`src/rtl/fir_coeff_loader.sv`:
```
// Coefficient loader for the FIR tap chain: streams coefficients into a shadow
// bank, then commits them to the active bank on a cycle with no sample enable.
module fir_coeff_loader #(
  parameter int N_TAPS = 8,
  parameter int W      = 16,
  parameter int IDX_W  = $clog2(N_TAPS)
) (
  input  logic                clk,
  input  logic                rst_n,
  input  logic                load_start,
  input  logic                load_abort,
  input  logic                coeff_valid,
  input  logic [W-1:0]        coeff_data,
  output logic                coeff_ready,
  input  logic                sample_en,
  output logic [N_TAPS*W-1:0] coeff_bus,
  output logic                bank_valid,
  output logic                busy,
  output logic                load_done,
  input  logic [IDX_W-1:0]    rd_idx,
  output logic [W-1:0]        rd_data
);

  localparam int CNT_W = (N_TAPS > 1) ? $clog2(N_TAPS) : 1;
  localparam logic [CNT_W-1:0] LAST = CNT_W'(N_TAPS - 1);

  typedef enum logic [1:0] {
    IDLE   = 2'd0,
    LOAD   = 2'd1,
    COMMIT = 2'd2
  } state_t;

  state_t                      state;
  logic [CNT_W-1:0]            idx;
  logic [N_TAPS-1:0][W-1:0]    shadow;
  logic [N_TAPS-1:0][W-1:0]    active;

  // Handshake: a beat transfers on any rising edge where coeff_valid and
  // coeff_ready are both high; coeff_valid may drop for any number of cycles.
  assign coeff_ready = (state == LOAD);
  assign busy        = (state != IDLE);
  assign coeff_bus   = active;

  always_ff @(posedge clk or negedge rst_n) begin
    if (!rst_n) begin
      state      <= IDLE;
      idx        <= '0;
      shadow     <= '0;
      active     <= '0;
      bank_valid <= 1'b0;
      load_done  <= 1'b0;
    end else begin
      load_done <= 1'b0;
      case (state)
        IDLE: begin
          if (load_start) begin
            state <= LOAD;
            idx   <= '0;
          end
        end
        LOAD: begin
          if (load_abort) begin
            state <= IDLE;
            idx   <= '0;
          end else if (coeff_valid) begin
            shadow[idx] <= coeff_data;
            if (idx == LAST) begin
              state <= COMMIT;
              idx   <= '0;
            end else begin
              idx <= idx + 1'b1;
            end
          end
        end
        COMMIT: begin
          // Taps must never see a mixed set, so wait for a cycle without a sample.
          if (load_abort) begin
            state <= IDLE;
            idx   <= '0;
          end else if (!sample_en) begin
            active     <= shadow;
            bank_valid <= 1'b1;
            load_done  <= 1'b1;
            state      <= IDLE;
          end
        end
        default: begin
          state <= IDLE;
          idx   <= '0;
        end
      endcase
    end
  end

  always_comb begin
    rd_data = '0;
    for (int k = 0; k < N_TAPS; k++) begin
      if (rd_idx == IDX_W'(k)) rd_data = active[k];
    end
  end

endmodule

```
`config.mk`:
```
export PLATFORM = sky130hd
export DESIGN_NAME = fir_coeff_loader
export DESIGN_NICKNAME = d
export VERILOG_FILES = /design/src/rtl/fir_coeff_loader.sv
export SDC_FILE = /design/constraint.sdc
export NUM_CORES = 1
export LEC_CHECK = 0
export ABC_CLOCK_PERIOD_IN_PS = 4200
export CAP_MARGIN = 10
export CORE_UTILIZATION = 58
export DETAILED_ROUTE_END_ITERATION = 12
export PLACE_DENSITY = 0.85
export SLEW_MARGIN = 20
export SYNTH_ARGS = -nofsm -noshare
export SYNTH_HDL_FRONTEND = slang
export SYNTH_SLANG_ARGS = --single-unit
```
`constraint.sdc`:
```
create_clock -name clk -period 4.2 [get_ports clk]
set_input_delay 0.63 -clock clk [delete_from_list [all_inputs] [get_ports clk]]
set_output_delay 0.63 -clock clk [all_outputs]
set_load 0.1 [all_outputs]
```
==> results.md <==
- Crit-path max FO: 14
- Clock sink count: roughly 260
- Worst min path class: in -> async
- Syn_nets: around 800
- Cell taking the most area after synthesis: dfrtp_1
- Max-Slew Margin vs Limit: about 28%
- Final critical-path share of the clock period: roughly 91%
- Post-Syn Area: roughly 11000 sq um
- Layout area overhead: 26.1%
- Final Max Tran Viols: 0
- Worst Path Buf+Inv: 2
- Distinct cells, synth: 36
- Cell Pwr Density: 411 nW/um^2
- Top-area cell type share of the netlist area: 58.3%
- Max Buffers Root-to-Sink: 3
- Hold Slack: approximately 0.16 ns
- Initial Utilization: 59.8%
- Vias per cell: about 6
- FF-to-FF path depth: 4
- Clk_skew: about 0.0086 ns
- DRT Wirelength: 26.7 mm
- Top-level I/O count: 173
- Initial antenna violation count: 0
- Largest cells by area after synthesis: dfrtp_1 58%, mux2_2 23%, mux2_4 4.0%
- Die width: ~140 um
- RSZ-0062 raised after global routing: no
- Status: finished clean
- Measured slew at the worst slew-check pin: around 1.1 ns
- Instance count on the critical path: 6
- Vias in the first global route: a little over 7k
- Synthesized flop and latch total: 263
- Setup slack, reg-to-reg: 1.83 ns
- Critical Path Source Type: primary input
- CP max stage cell: nor2b_1
- CP Data Required Time: 3.57 ns
- GR Overflow Total: 0
- Crit-path cells: clkdlybuf4s50_1, nor2b_1, a221oi_1, a21oi_1, o31a_1, buf_12
- Worst IR drop on VDD: ~0.00036 V
- Die Y: 142 um
- Clock root buffer: clkbuf_16
- GPL Wtd Cong: just over 0.9
- Via Count: 7132
- Resized Gates After CTS: 0
- Pre-antenna DRT Iters: 5
- Worst path max stage delay: slightly above 0.9 ns
- Final Cell Area: ~14000 sq um
- Residual DRC: 0
- GRT Overall Usage: 27.3%
- Synth Warn #: 0
- Final setup violation count: 0
- CTS tree: done
- Reg power frac: between 40% and 50%
- Clock share of power: between 40% and 50%
- Int Power: between 4 and 5 mW
- Total CTS buffers: 26
- Row cnt: 50
- Die area: ~20000 sq um
- P_sw: ~1.4 mW
- Setup TNS: 0 ns
- Sw frac: about a quarter
- Worst-Skew Late Latency: ~0.52 ns
- CTS H-tree depth: 1
- Max-Cap Viols: 0
- Core area: around 19000 sq um
- Proportion of synthesized chip area in sequential cells: around 60%
- Nets: slightly below 1k
- Count of input and output buffers: 172
- Setup crit end kind: primary output
- Fmax: 0.263 GHz
- Dpl cell area: 13300 sq um
- WP data arrival: between 3 and 4 ns
- Final Non-Filler Cells: around 1.2k
- Crit path max-delay family: buffers and inverters
- First-pass GRT wire length: 41.8 mm
- Static Leak: about 6.7 nW
- Final ANT Viol Nets: 0
- Final hold viol count: 0
- Combinational share of power: around a tenth
- Mean Syn Cell Area: between 10 and 15 sq um
- Setup bufs post-CTS: 0
- Dpl cells: between 1k and 1.5k
- Detail Placement HPWL: approximately 18 mm
- Mapped Cells: 771
- Clk slew on worst S/H paths: ~0.060 ns
- Share of post-route cells with drive strength above 1: 36.9%
- Diode count: 0
- Post-CTS Hold Fix Bufs: 0
- Largest net degree at the start of global routing: 123
- Setup CP Type: in -> out
- Tmin final: roughly 3.8 ns
- Routed len/inst: between 20 and 25 um
- Initial DRC Count: 522
## power by group through the flow
| stage | Clock, mW | Sequential, mW | Combinational [mW] |
|---|---|---|---|
| floorplan | 0 | 2.85 | 0.385 |
| global placement | 0 | 2.87 | 0.571 |
| detailed placement | 0 | 2.88 | 0.589 |
| CTS | 2.46 | 2.84 | 0.593 |
| global route | 2.57 | 2.87 | 0.629 |
| finish | 2.43 | 2.84 | 0.588 |
## worst reg2reg max path, cell delays in order (launching register included)
cell and delay [ns]:
dfrtp_1 0.44, nor3b_4 0.36, nand3b_4 0.17, nor3b_4 0.83
mux2_2 0.44
## cells by family after synthesis
family	Yosys count	share of synthesized area (%)
AOI/OAI and AO/OA	85	5.12
DFF	263	58.3
buffers and inverters	48	2.27
muxes	291	29.6
adders and majority gates	2	0.222
and+or+nand+nor	82	4.48
## stage by stage
step	utilization (%)	setup slack (ns)	total power [mW]
floorplan	-	0.683	3.23
global placement	70.6	0.527	3.44
detailed placement	70.6	0.441	3.47
CTS	75.4	0.428	5.89
global route	75.4	0.289	6.06
finish	75.4	0.391	5.86
## flip-flops by register name, summed over array words and instances, names as in the netlist
register / cells
load_done: 1
idx: 3
state: 2
shadow: 128
coeff_bus: 128
bank_valid: 1
## cell usage in the layout (no fill, tap or decap), drive strengths merged
cell	instances
or3b	1
nor2	9
clkbuf	40
nor2b	4
ha	2
dfrtp	263
nand2b	1
clkinv	4
o21ai	7
inv	1
nor3b	3
clkdlybuf4s50	153
nand3b	3
a22oi	14
bufinv	4
buf	29
o31ai	1
or2	16
nand2	37
a221oi	14
o211ai	4
a21oi	31
and3	1
and2	1
nor3	3
nand3	3
o31a	14
mux2i	34
mux2	257
## synthesized netlist by cell type (all sizes together)
cell,instances
clkbuf,17
nand2b,1
a21oi,31
and3,1
o21ai,7
nor3,3
o31a,14
nor2b,4
nor2,9
a22oi,14
mux2,257
buf,30
o31ai,1
or2,16
o211ai,4
nand3,3
nand3b,3
a221oi,14
nor3b,3
mux2i,34
dfrtp,263
inv,1
and2,1
ha,2
or3b,1
nand2,37
## per-layer routing
metal	up-vias	wire length [um]	track usage, %	part of all wire [%]
met1	3721	12300	41.6	46
met2	251	12300	41.2	46
li1	3118	-	-	-
met5	-	0	0	0
met3	42	1450	3.51	5.4
met4	0	673	8.43	2.5
## final timing paths
kind / from / to
worst max-delay path: rd_idx[2] / rd_data[3]
worst min-delay path: rst_n / shadow[1]
worst max register to register: state[0] / shadow[74]
worst min register to register: bank_valid / bank_valid
max in group asynchronous: rst_n / shadow[23]
min in group clk: bank_valid / bank_valid
## layout make-up
| cell class | count | area (sq um) |
|---|---|---|
| flip-flops and latches | 263 | 6580 |
| clock inverters | 8 | 144 |
| clock buffers | 40 | 754 |
| repair buffers | 182 | 1980 |
| multi-input cells | 460 | 4460 |
| well taps | 260 | 325 |
| fillers | 1199 | 4650 |
| inverters | 1 | 3.75 |
No activity file was read; power rests on OpenSTA's default activity.
